<file path="src/rtl/npu_layer_sequencer.sv">
// npu_layer_sequencer
// Time-shares one 4-input neuron datapath (nn_accelerator) across every
// neuron of a fully-connected layer. Holds NUM_NEURONS packed weight rows
// plus one shared input vector, issues one row at a time to the
// accelerator, captures its sum after ACC_LATENCY cycles, applies optional
// ReLU and streams one result per neuron over a valid/ready port.
//
// Ports:
//   clk, reset             clock, synchronous active-low reset
//   cfg_we/cfg_addr/cfg_wdata  weight-row write (IDLE only)
//   in_we/in_wdata         shared input-vector write (IDLE only)
//   layer_len, relu_en     run configuration, sampled on start
//   start                  start pulse (IDLE only)
//   busy, done             run status / one-cycle completion pulse
//   weight0..3, input0..3  registered operands to the accelerator
//   output_neuron          accelerator sum
//   res_valid/res_ready    result handshake
//   res_data/res_idx/res_last  result, its neuron index, final-neuron flag
module npu_layer_sequencer #(
  parameter int NUM_NEURONS = 8,
  parameter int ACC_LATENCY = 1,
  parameter int AW          = $clog2(NUM_NEURONS)
) (
  input  logic              clk,
  input  logic              reset,
  input  logic              cfg_we,
  input  logic [AW-1:0]     cfg_addr,
  input  logic [31:0]       cfg_wdata,
  input  logic              in_we,
  input  logic [31:0]       in_wdata,
  input  logic [AW:0]       layer_len,
  input  logic              relu_en,
  input  logic              start,
  output logic              busy,
  output logic              done,
  output logic [7:0]        weight0,
  output logic [7:0]        weight1,
  output logic [7:0]        weight2,
  output logic [7:0]        weight3,
  output logic [7:0]        input0,
  output logic [7:0]        input1,
  output logic [7:0]        input2,
  output logic [7:0]        input3,
  input  logic [15:0]       output_neuron,
  output logic              res_valid,
  input  logic              res_ready,
  output logic [15:0]       res_data,
  output logic [AW-1:0]     res_idx,
  output logic              res_last
);

  localparam int CW = (ACC_LATENCY > 1) ? $clog2(ACC_LATENCY) : 1;
  localparam logic [CW-1:0] LAT_LAST = CW'(ACC_LATENCY - 1);
  localparam logic [AW:0]   MAX_LEN  = (AW+1)'(NUM_NEURONS);

  typedef enum logic [2:0] {S_IDLE, S_ISSUE, S_WAIT, S_OUT, S_FINISH} state_t;

  state_t                 state_reg, state_next;
  logic [31:0]            rows_reg [NUM_NEURONS];
  logic [31:0]            in_vec_reg;
  logic [NUM_NEURONS-1:0] row_we;
  logic [AW:0]            len_reg;
  logic                   relu_reg;
  logic [AW-1:0]          idx_reg;
  logic [CW-1:0]          cnt_reg;
  logic [31:0]            w_reg, x_reg;
  logic [15:0]            res_data_reg;
  logic [AW:0]            start_len;
  logic                   last_idx;

  // Oversized layers are clamped to the storage depth.
  assign start_len = (layer_len > MAX_LEN) ? MAX_LEN : layer_len;
  assign last_idx  = ({1'b0, idx_reg} == (len_reg - 1'b1));

  // Row write decode: storage only changes while idle.
  genvar gi;
  generate
    for (gi = 0; gi < NUM_NEURONS; gi++) begin : g_row_we
      assign row_we[gi] = (state_reg == S_IDLE) && cfg_we && (cfg_addr == AW'(gi));
    end
  endgenerate

  always_ff @(posedge clk) begin
    if (!reset) begin
      for (int i = 0; i < NUM_NEURONS; i++) rows_reg[i] <= '0;
      in_vec_reg <= '0;
    end else begin
      for (int i = 0; i < NUM_NEURONS; i++)
        if (row_we[i]) rows_reg[i] <= cfg_wdata;
      if (state_reg == S_IDLE && in_we) in_vec_reg <= in_wdata;
    end
  end

  // State register
  always_ff @(posedge clk) begin
    if (!reset) state_reg <= S_IDLE;
    else        state_reg <= state_next;
  end

  // Next-state logic
  always_comb begin
    state_next = state_reg;
    case (state_reg)
      S_IDLE:   if (start) state_next = (start_len == '0) ? S_FINISH : S_ISSUE;
      S_ISSUE:  state_next = S_WAIT;
      S_WAIT:   if (cnt_reg == LAT_LAST) state_next = S_OUT;
      S_OUT:    if (res_ready) state_next = last_idx ? S_FINISH : S_ISSUE;
      S_FINISH: state_next = S_IDLE;
      default:  state_next = S_IDLE;
    endcase
  end

  // Datapath registers
  always_ff @(posedge clk) begin
    if (!reset) begin
      len_reg      <= '0;
      relu_reg     <= 1'b0;
      idx_reg      <= '0;
      cnt_reg      <= '0;
      w_reg        <= '0;
      x_reg        <= '0;
      res_data_reg <= '0;
    end else begin
      case (state_reg)
        S_IDLE: if (start) begin
          len_reg  <= start_len;
          relu_reg <= relu_en;
          idx_reg  <= '0;
        end
        S_ISSUE: begin
          w_reg   <= rows_reg[idx_reg];
          x_reg   <= in_vec_reg;
          cnt_reg <= '0;
        end
        S_WAIT: begin
          if (cnt_reg == LAT_LAST)
            res_data_reg <= (relu_reg && output_neuron[15]) ? 16'd0 : output_neuron;
          else
            cnt_reg <= cnt_reg + 1'b1;
        end
        S_OUT: if (res_ready && !last_idx) idx_reg <= idx_reg + 1'b1;
        default: ;
      endcase
    end
  end

  // Output decode
  always_comb begin
    busy      = (state_reg == S_ISSUE) || (state_reg == S_WAIT) || (state_reg == S_OUT);
    done      = (state_reg == S_FINISH);
    res_valid = (state_reg == S_OUT);
    res_last  = (state_reg == S_OUT) && last_idx;
  end

  assign res_data = res_data_reg;
  assign res_idx  = idx_reg;
  assign weight0  = w_reg[7:0];
  assign weight1  = w_reg[15:8];
  assign weight2  = w_reg[23:16];
  assign weight3  = w_reg[31:24];
  assign input0   = x_reg[7:0];
  assign input1   = x_reg[15:8];
  assign input2   = x_reg[23:16];
  assign input3   = x_reg[31:24];

endmodule

</file>
<file path="config.mk">
export PLATFORM = sky130hd
export DESIGN_NAME = npu_layer_sequencer
export DESIGN_NICKNAME = d
export VERILOG_FILES = /design/src/rtl/npu_layer_sequencer.sv
export SDC_FILE = /design/constraint.sdc
export NUM_CORES = 1
export LEC_CHECK = 0
export CAP_MARGIN = 5
export CELL_PAD_IN_SITES_DETAIL_PLACEMENT = 1
export CELL_PAD_IN_SITES_GLOBAL_PLACEMENT = 1
export CORE_MARGIN = 2
export CORE_UTILIZATION = 45
export CTS_BUF_LIST = sky130_fd_sc_hd__clkbuf_16
export CTS_CLUSTER_SIZE = 24
export DETAILED_ROUTE_END_ITERATION = 10
export GPL_TIMING_DRIVEN = 0
export HOLD_SLACK_MARGIN = 0.05
export PLACE_DENSITY = 0.89
export SLEW_MARGIN = 15
export SYNTH_ARGS = -nofsm -noshare
export SYNTH_HDL_FRONTEND = slang
export SYNTH_SLANG_ARGS = --single-unit
</file>
<file path="constraint.sdc">
create_clock -name clk -period 4.13 [get_ports clk]
set_input_delay 0.826 -clock clk [delete_from_list [all_inputs] [get_ports clk]]
set_output_delay 0.826 -clock clk [all_outputs]
set_load 0.1 [all_outputs]
</file>
# == After elaboration in Yosys (flattened, before gate mapping) ==
# Memory sizes are Yosys's and may differ from the RTL's. A register that Yosys moved wholly into a read port is not among the register bits.
# Cells that the tools add are included.
# op_classes
add_sub_neg,3
order_cmp,1
n_eq_ne,16
muxes,46
n_bitwise,9
n_reduce_logical,26
# ops
operator,count
two-way mux 32 bit,8
two-way mux 1 bit,26
two-way mux 3 bit,7
two-way mux 16 bit,1
"equality test 3 bit, second input constant",5
logical AND 1 bit,13
"equality test 3 x 2 -> 1 bit, second input constant",4
one-hot mux 3 bit (4 select lines),1
OR 1 bit,8
"equality test 3 x 1 -> 1 bit, second input constant",2
logical NOT 3 bit,2
one-hot mux 3 bit (2 select lines),1
AND reduction 3 bit,2
equality test 3 x 4 -> 1 bit,1
"> comparator 4 bit, second input constant",1
logical NOT 4 bit,1
two-way mux 4 bit,1
"!= test 2 x 1 -> 1 bit, second input constant",2
"!= test 2 bit, second input constant",2
AND reduction 2 bit,2
nonzero test 2 bit,2
"subtractor 4 x 1 -> 4 bit, second input constant",1
"adder 3 x 1 -> 3 bit, second input constant",1
logical NOT 1 bit,2
4 further kinds,5
# totals
reg_bits,92
ram_bits,256
output_inout_bits,87
wordCells,110
memories,1
# memory_table
name,depth,width,read_ports,rd_clocked_by_memory_dff,wr,line_no,source
rows_reg,8,32,1,1,8,59,logic [31:0] rows_reg [NUM_NEURONS];

# == Logic depth before layout (Yosys ltp) ==
# Gate-level depths: netlist of run 1.
# depth
word_depth,7
ltp_mapped,8
depth_no_buf,7

# == Worst setup path before layout of run 1 ==
# OpenSTA, ideal clock, no wires.
# synth_path
kind,register -> output
start,register state_reg[1]
end,output port res_last
arrival_ns,3.071
path_slack_ns,0.233
stages_incl_launch_ff,6
cell_sequence,dfxtp_1 > clkbuf_1 > nand2_1 > nor2_1 > o211ai_1 > inv_1
# synth_between
elab_chain_len,2
# synth_rtl
element,line_no,source
start: declaration,58,"state_t state_reg, state_next;"
start signal: assignment,97,else state_reg <= state_next;
equality test 3 x 2 -> 1 bit,n/a,
via res_valid,45,"output logic res_valid,"
logical AND 1 bit,152,res_last = (state_reg == S_OUT) && last_idx;
end: declaration,49,output logic res_last
# The timed path passes the listed nets, and every way through them passes these cells.

# == Final worst setup path of run 1 ==
# layout_path
start,register len_reg[0]
end,output port res_last
# layout_between
elab_chain_len,3
# layout_rtl
element,line_no,source
start: declaration,62,logic [AW:0] len_reg;
start signal: assignment,126,len_reg <= start_len;
subtractor 4 x 1 -> 4 bit,73,"assign last_idx = ({1'b0, idx_reg} == (len_reg - 1'b1));"
equality test 3 x 4 -> 1 bit,73,
logical AND 1 bit,152,
# Every way passes these cells.

==> results of run 1 <==
==> cell usage after synthesis (2+ instances only) <==
cell and n:
nand4_1 2, dfxtp_1 123, or4_1 2, mux2i_1 32, o21ai_0 3, mux4_2 64
edfxtp_1 256, nand3_1 20, buf_6 4, o211ai_1 2, buf_2 12, inv_1 38
ha_1 2, nor3b_1 3, o21a_1 3, nor2_1 233, nand2_1 194, a21oi_1 87
nand3b_1 4, buf_4 4, buf_1 7, a211oi_1 33, nand2b_1 2, and3_1 2
xnor2_1 2, nor3_1 6, clkbuf_1 58
==> cell usage in the layout, fill, tap and decap left out, drive strengths merged, types with 33 or more instances in the layout <==
cell type / instances
a21oi: 87
buf: 37
mux4: 64
clkdlybuf4s50: 176
nand2: 194
edfxtp: 256
a211oi: 33
clkbuf: 100
inv: 55
nor2: 233
dfxtp: 123
==> stage by stage <==
step                      instance area, sq um  setup TNS [ns]  power, W  hold slack (ns)
after floorplan                          15200               0   0.00527            0.432
after global placement                   17500         -190.38   0.00569            0.438
after detailed placement                 17800               0   0.00578            0.446
after CTS                                19000               0   0.00921            0.454
after global routing                     19000               0   0.00945            0.476
final                                    19000               0   0.00920            0.451
==> tightest hold or removal path: stages (launching register included) <==
cell     delay [ns]
dfxtp_1        0.31
nand2_1        0.05
a21oi_1        0.05
==> worst max path at each step <==
stage | start | to | slack (ns) | cells past startpoint
3_5_place_dp | cfg_addr[2] | rows_reg[4][7] | 0.22 | 7
4_1_cts | len_reg[0] | res_last | 0.27 | 7
3_3_place_gp | cfg_addr[2] | rows_reg[7][7] | -2.61 | 3
6_report | len_reg[0] | res_last | 0.30 | 7
5_1_grt | len_reg[0] | res_last | 0.15 | 7
2_1_floorplan | state_reg[1] | res_last | 0.23 | 5
==> per-layer routing <==
metal / vias up / GRT usage, %
met1: 5547 / 34.7
met3: 136 / 4.98
met5: - / 0
met4: 2 / 10.8
li1: 4744 / -
met2: 582 / 49.8
==> repair_timing <==
| item | CTS | global route |
|---|---|---|
| gates resized for setup | 1 | 0 |
| hold endpoints to repair | 0 | 0 |
| endpoints found under the setup margin | 1 | 0 |
==> where the power goes <==
group,switching [W],leakage (nW),internal [W]
clock,0.00151,0.659,0.00196
combinational,0.000971,2.40,0.000370
sequential,0.000104,3.65,0.00428
==> cells by family (layout without fill, tap and decap cells) <==
group                    Yosys count  in the layout  share of synthesized area [%]
adder cells (fa/ha/maj)            2              2                          0.165
buffers and inverters            124            385                           3.47
AND/OR/NAND/NOR                  474            474                           12.5
XOR/XNOR                           3              3                          0.173
multiplexers                      96             96                           11.6
AO/OA/AOI/OAI                    134            134                           5.16
flip-flops                       379            379                           67.0
==> area by class of cell <==
type,instances,share of cell area [%]
flip-flops and latches,379,53.4
multi-input cells,709,23.8
repair buffers,187,10.6
clock buffers,42,5.53
well taps,448,2.95
plain buffers,85,1.99
clock inverters,32,1.01
inverters,39,0.770
==> results.yml, run 1 <==
run_status:
  status: "finished, final reports clean"
yosys:
  synthArstFlopShare_pct: 0
  synth_top_cell_area_share_pct: 50.7
  synth-seq-area-share_pct: 67.0
  yosysWarnings: 0
  synthTopCellsByArea: "edfxtp_1 51%, dfxtp_1 16%, mux4_2 9.5%, nor2_1 5.8%, nand2_1 4.8%"
  synth_edf_count: 256
  ys_seq_elements: 379
  syn_inst: 1212
  synth_top_area_cell: "edfxtp_1"
  avgSynthCellArea_sq_um: 12.5
  syn_area_sq_mm: 0.0152
  synth_nets: 1308
  synth_flop_cell: "edfxtp_1"
  yosys.cell_types.count: 41
hold_path:
  hold_path_depth: 2
  holdCritPathClass: "flop to flop"
  min_from: "in_vec_reg[22]"
  holdPathEnd: "x_reg[22]"
drt:
  viasPerCell: 5.73
  ant_nets: 0
  top_layer: "met5"
  wire_per_inst_um: 25.7
  routed_wl_mm: 49.3
  drtPass1Iterations: 5
  wl_met2_mm: 25.1
  route.met3.wl_mm: 3.97
  wl_met1_mm: 18.5
  drt_drc_violations_left: 0
  drtIter0Drc: 905
  vias: 11000
die:
  core_sq_mm: 0.0334
  dieArea_sq_mm: 0.0352
  die_h_um: 188
  initial_utilization_pct: 45.4
  row_count: 67
  ioPinCount: 181
  die_w_um: 188
setup_path:
  cp_slowest_cell: "dlygate4sd2_1"
  cp_top_family: "buffers and inverters"
  reg2reg_slack_ns: 0.61
  crit_path_frequent_cell: "inv_1"
  worst-path-buf-inv: 3
  worstPathRequired_ns: 3.30
  timing.rr.end: "rows_reg[4][13]"
  r2r-start: "state_reg[2]"
  crit_type: "flop to output port"
  crit_path_max_incr_delay_ns: 0.89
  path_cells: "inv_1 > ha_1 > xnor2_1 > nor3_1 > o211ai_1 > inv_1 > dlygate4sd2_1"
  rr_worst_depth: 8
  start_kind: "flop"
  critPathArrivalTime_ns: 3.00
  critPathMaxFanout: 4
  cp-end-kind: "output port"
final_layout:
  utilization_pct: 57.0
  n_fill_cell: 3403
  largest_reg_flops: 256
  register_area_sq_mm: 0.0101
  fin_cells: 1921
  n_antenna_cell: 0
  layout.nets: 1537
  layout-drive-gt1-share_pct: 10.5
  multi_input_area_sq_mm: 0.00452
  areaGrowthSynthToFinish_pct: 25.4
timing:
  setup_violations: 0
  rsz0062_at_grt: "false"
  slew_violations: 0
  setup_ws_ns: 0.300
  finalCriticalPeriod_ns: 3.83
  hold_violations: 0
  finalCritPeriodShare_pct: 92.7
  tightest_slew_ns: 1.12
  fmax_mhz: 261
  timing.slew.headroom_pct: 25.0
  fin_skew_ns: 0.0197
clock_network:
  cts_setup_buffers: 0
  cts_tree: "built"
  clockBufferDepth: 3
  cts_buffers: 40
  htree_num_levels: 2
  path_clk_slew_ns: 0.06
  cts_sinks: 379
  cts_hold_buf: 0
  clk_latency_ns: 0.55
  root_buffer: "clkbuf_16"
power_and_ir_drop:
  leakagePower_nw: 6.71
  ir_worst_vdd_mv: 0.302
  powerDensity_mw_per_mm2: 484
global_route:
  gr-total-overflow: 0
  grt_first_pass_wirelength_mm: 74.1
  grt_pass1_vias: 12100
  grt_use_total_pct: 28.2
  antenna_found_initial: 1
  grt_max_degree: 21
place:
  io_buffer_count: 177
  finalWeightedCongestion: 0.816
  post-place-ws_ns: 0.220
  numPlacedInstances: 1847
  dp_hpwl_mm: 33.3
flow_run:
  cap_violations: 0
(Power assumes the default switching activity.)
==> run 2, diff against run 1 <==
--- a/config.mk
+++ b/config.mk
@@ -8,12 +8,12 @@
 export CAP_MARGIN = 5
 export CELL_PAD_IN_SITES_DETAIL_PLACEMENT = 1
 export CELL_PAD_IN_SITES_GLOBAL_PLACEMENT = 1
+export CORE_ASPECT_RATIO = 0.8
 export CORE_MARGIN = 2
 export CORE_UTILIZATION = 45
 export CTS_BUF_LIST = sky130_fd_sc_hd__clkbuf_16
 export CTS_CLUSTER_SIZE = 24
 export DETAILED_ROUTE_END_ITERATION = 10
-export GPL_TIMING_DRIVEN = 0
 export HOLD_SLACK_MARGIN = 0.05
 export PLACE_DENSITY = 0.89
 export SLEW_MARGIN = 15
==> constraint.sdc (replaced) <==
create_clock -name clk -period 3.7 [get_ports clk]
set_input_delay 0.74 -clock clk [delete_from_list [all_inputs] [get_ports clk]]
set_output_delay 0.74 -clock clk [all_outputs]
set_load 0.1 [all_outputs]
==> results.yml, run 2 (synthesized netlist as in run 1, its figures left out) <==
run_status:
  status: "finished, final reports clean"
setup_path:
  cp-end-kind: "output port"
  crit_type: "flop to output port"
  critPathArrivalTime_ns: 2.49
  path_cells: "inv_1 > ha_1 > xnor2_1 > nor3_1 > o211ai_1 > inv_1 > buf_4"
  cp_slowest_cell: "dfxtp_1"
  crit_path_frequent_cell: "inv_1"
  critPathMaxFanout: 4
  rr_worst_depth: 5
  start_kind: "flop"
  worstPathRequired_ns: 2.96
  crit_path_max_incr_delay_ns: 0.44
clock_network:
  clk_latency_ns: 0.54
  cts_tree: "built"
  clockBufferDepth: 3
  cts_setup_buffers: 0
  root_buffer: "clkbuf_16"
  cts_hold_buf: 0
  cts_buffers: 39
  cts_sinks: 379
  htree_num_levels: 2
  cts.repair.resized: 0
  path_clk_slew_ns: 0.06
timing:
  finalCriticalPeriod_ns: 3.23
  finalSetupTns_ns: 0
  rsz0062_at_grt: "false"
  fmax_mhz: 310
  setup_ws_ns: 0.471
  slew_violations: 0
  finalCritPeriodShare_pct: 87.3
  setup_violations: 0
  holdWs_ns: 0.453
  hold_violations: 0
  fin_skew_ns: 0.0236
  timing.slew.headroom_pct: 27.4
  tightest_slew_ns: 1.09
drt:
  wire_per_inst_um: 24.4
  drt_drc_violations_left: 0
  drtPass1Iterations: 5
  vias: 10600
  viasPerCell: 5.74
  drtIter0Drc: 944
  routed_wl_mm: 45.0
  ant_nets: 0
final_layout:
  largest_reg_flops: 256
  layout_common_cells: "256 x edfxtp_1, 232 x nor2_1, 193 x nand2_1, 172 x clkdlybuf4s50_1, 120 x dfxtp_1"
  fin_area_sq_mm: 0.0187
  areaGrowthSynthToFinish_pct: 23.0
  final_common_cell: "edfxtp_1"
  layout.nets: 1477
  layout-drive-gt1-share_pct: 12.1
global_route:
  grt_max_degree: 80
  grt_pass1_vias: 11700
  gr-usage-met3_pct: 3.81
  grt_busiest_layer: "met2"
  grt_use_total_pct: 25.7
  gr-total-overflow: 0
  grt_first_pass_wirelength_mm: 69.2
  antenna_found_initial: 1
  met1_usage_pct: 32.3
  grt_util_met2_pct: 44.5
hold_path:
  holdCritPathClass: "flop to flop"
  hold_path_depth: 2
die:
  die_w_um: 209
  ioPinCount: 181
  dieArea_sq_mm: 0.0352
  die_h_um: 168
  initial_utilization_pct: 45.4
  core_sq_mm: 0.0334
  row_count: 60
place:
  finalWeightedCongestion: 0.765
  io_buffer_count: 180
  dp_hpwl_mm: 27.8
  post-place-ws_ns: 0.587
  placed_area_sq_mm: 0.0174
power_and_ir_drop:
  total_power_w: 0.0102
  ir_worst_vdd_mv: 0.310
  powerDensity_mw_per_mm2: 548
  leakagePower_nw: 6.57
flow_run:
  cap_violations: 0
-- run 2: final timing paths --
check,start,endpoint,slack [ns]
worst min register to register,in_vec_reg[27],x_reg[27],0.45
worst min-delay path,in_vec_reg[27],x_reg[27],0.45
worst max register to register,state_reg[0],rows_reg[4][29],0.97
worst max-delay path,len_reg[0],res_last,0.47
-- run 2: power by group --
part / internal (W) / switching [W]
sequential: 0.00477 / 0.000118
combinational: 0.000386 / 0.00103
clock: 0.00225 / 0.00167
total: 0.00741 / 0.00282
-- run 2: area by class of cell --
| class | instances | area, sq um |
|---|---|---|
| Inverter | 39 | 148 |
| Sequential cell | 379 | 10200 |
| Clock inverter | 30 | 246 |
| Fill cell | 3329 | 14800 |
| Clock buffer | 40 | 1000 |
| Antenna cell | 1 | 2.50 |
| Tap cell | 434 | 543 |
| Multi-Input combinational cell | 709 | 4520 |
| Timing Repair Buffer | 213 | 2040 |
-- run 2: worst max-delay path, delay by kind of cell (launching register included) --
| family | cells | cell delay, ns |
|---|---|---|
| compound gates | 1 | 0.27 |
| xor+xnor | 1 | 0.13 |
| flops | 1 | 0.44 |
| fa+ha+maj | 1 | 0.31 |
| simple gates | 1 | 0.29 |
| buf+inv | 3 | 0.51 |
-- run 2: per-stage QoR --
stage / instances / utilization (%)
2_1_floorplan: 1212 / -
6_report: 1845 / 55.8
5_1_grt: 1845 / 55.8
4_1_cts: 1844 / 55.8
3_5_place_dp: 1774 / 52.1
3_3_place_gp: 1774 / 52.1
-- run 2: routing by layer --
metal	vias up	wire (um)
li1	4615	-
met1	5385	17500
met2	456	22800
met3	128	2790
met4	0	1890
met5	-	0
==> run 3, diff against run 2 <==
--- a/config.mk
+++ b/config.mk
@@ -16,7 +16,7 @@
 export DETAILED_ROUTE_END_ITERATION = 10
 export HOLD_SLACK_MARGIN = 0.05
 export PLACE_DENSITY = 0.89
-export SLEW_MARGIN = 15
+export SLEW_MARGIN = 10
 export SYNTH_ARGS = -nofsm -noshare
 export SYNTH_HDL_FRONTEND = slang
 export SYNTH_SLANG_ARGS = --single-unit
==> constraint.sdc (replaced) <==
create_clock -name clk -period 3.2 [get_ports clk]
set_input_delay 0.64 -clock clk [delete_from_list [all_inputs] [get_ports clk]]
set_output_delay 0.64 -clock clk [all_outputs]
set_load 0.1 [all_outputs]
==> results.yml, run 3 (synthesized netlist as in run 1, its figures left out) <==
timing:
  finalCriticalPeriod_ns: 3.05
  timing.slew.headroom_pct: 36.8
  tightest_slew_ns: 0.941
  finalCritPeriodShare_pct: 95.4
  setup_violations: 0
  fin_skew_ns: 0.0282
  rsz0062_at_grt: "false"
  fmax_mhz: 327
  slew_violations: 0
  hold_violations: 0
  finalSetupTns_ns: 0
setup_path:
  worstPathRequired_ns: 2.56
  critPathArrivalTime_ns: 2.41
  critPathMaxFanout: 4
  crit_type: "flop to output port"
  start_kind: "flop"
  cp-end-kind: "output port"
clock_network:
  cts_hold_buf: 0
  path_clk_slew_ns: 0.07
  htree_num_levels: 2
  cts.repair.resized: 0
  cts_sinks: 379
  root_buffer: "clkbuf_16"
  cts_buffers: 38
  clk_latency_ns: 0.55
  cts_setup_buffers: 0
  clockBufferDepth: 3
  cts_tree: "built"
run_status:
  status: "finished, final reports clean"
drt:
  drtPass1Iterations: 5
  viasPerCell: 5.80
  ant_nets: 0
  drt_drc_violations_left: 0
  vias: 10700
  wire_per_inst_um: 25.0
  drtIter0Drc: 861
  routed_wl_mm: 46.2
global_route:
  grt_pass1_vias: 11600
  gr-total-overflow: 0
  antenna_found_initial: 0
  grt_first_pass_wirelength_mm: 69.2
  grt_max_degree: 68
  grt_use_total_pct: 26.2
final_layout:
  register_area_sq_mm: 0.0102
  areaGrowthSynthToFinish_pct: 22.3
  layout-drive-gt1-share_pct: 17.9
  final_common_cell: "edfxtp_1"
  n_fill_cell: 3348
  layout_common_cells: "256 x edfxtp_1, 232 x nor2_1, 194 x nand2_1, 120 x dfxtp_1, 114 x buf_4"
  layout.nets: 1476
  n_antenna_cell: 0
  utilization_pct: 55.5
  multi_input_area_sq_mm: 0.00452
  largest_reg_flops: 256
hold_path:
  holdCritPathClass: "flop to flop"
power_and_ir_drop:
  powerDensity_mw_per_mm2: 642
  ir_worst_vdd_mv: 0.332
  leakagePower_nw: 6.76
die:
  initial_utilization_pct: 45.4
  row_count: 60
  die_h_um: 168
  ioPinCount: 181
  dieArea_sq_mm: 0.0352
  core_sq_mm: 0.0334
  die_w_um: 209
place:
  io_buffer_count: 180
  finalWeightedCongestion: 0.772
  dp_hpwl_mm: 28.1
flow_run:
  cap_violations: 0
-- run 3: final cells by class --
type / instances / area share [%]
flip-flops and latches: 379 / 54.8
multi-input cells: 709 / 24.4
repair buffers: 213 / 10.3
clock buffers: 38 / 5.13
well taps: 434 / 2.93
clock inverters: 32 / 1.71
inverters: 39 / 0.796
-- run 3: worst max-delay path: stages, from the launching register on --
cell and delay [ns]:
dfxtp_1 0.45, inv_1 0.09, ha_1 0.30, xnor2_1 0.15, nor3_2 0.27, o211ai_1 0.24
inv_1 0.16, buf_12 0.19
-- run 3: per-stage QoR --
step / cells / setup WS [ns] / hold slack [ns] / total power [W] / instance area, sq um
after floorplan: 1212 / 0.0339 / 0.432 / 0.00681 / 15200
after global placement: 1774 / 0.444 / 0.436 / 0.00726 / 17300
after detailed placement: 1774 / 0.351 / 0.446 / 0.00736 / 17300
after CTS: 1844 / 0.0387 / 0.456 / 0.0119 / 18500
after global routing: 1844 / 0.0718 / 0.477 / 0.0122 / 18500
final: 1844 / 0.146 / 0.454 / 0.0119 / 18500
-- run 3: final timing paths --
kind / cells after the start / slack [ns] / start / to
worst min register to register: 2 / 0.45 / in_vec_reg[28] / in_vec_reg[28]
worst max-delay path: 7 / 0.15 / len_reg[1] / res_last
worst max register to register: 5 / 0.52 / state_reg[0] / rows_reg[4][30]
worst min-delay path: 2 / 0.45 / in_vec_reg[28] / in_vec_reg[28]
-- run 3: report_power, final --
part	internal [W]	switching (W)	total (W)
logic	0.000428	0.00120	0.00163
clock network	0.00267	0.00195	0.00462
registers	0.00552	0.000144	0.00566
-- run 3: per-layer routing --
layer / up-vias / track usage [%] / routed length (um)
met5: - / 0 / 0
met2: 483 / 45.5 / 23500
met1: 5432 / 32.0 / 17600
met3: 150 / 4.46 / 2770
li1: 4621 / - / -
met4: 0 / 12.6 / 2310
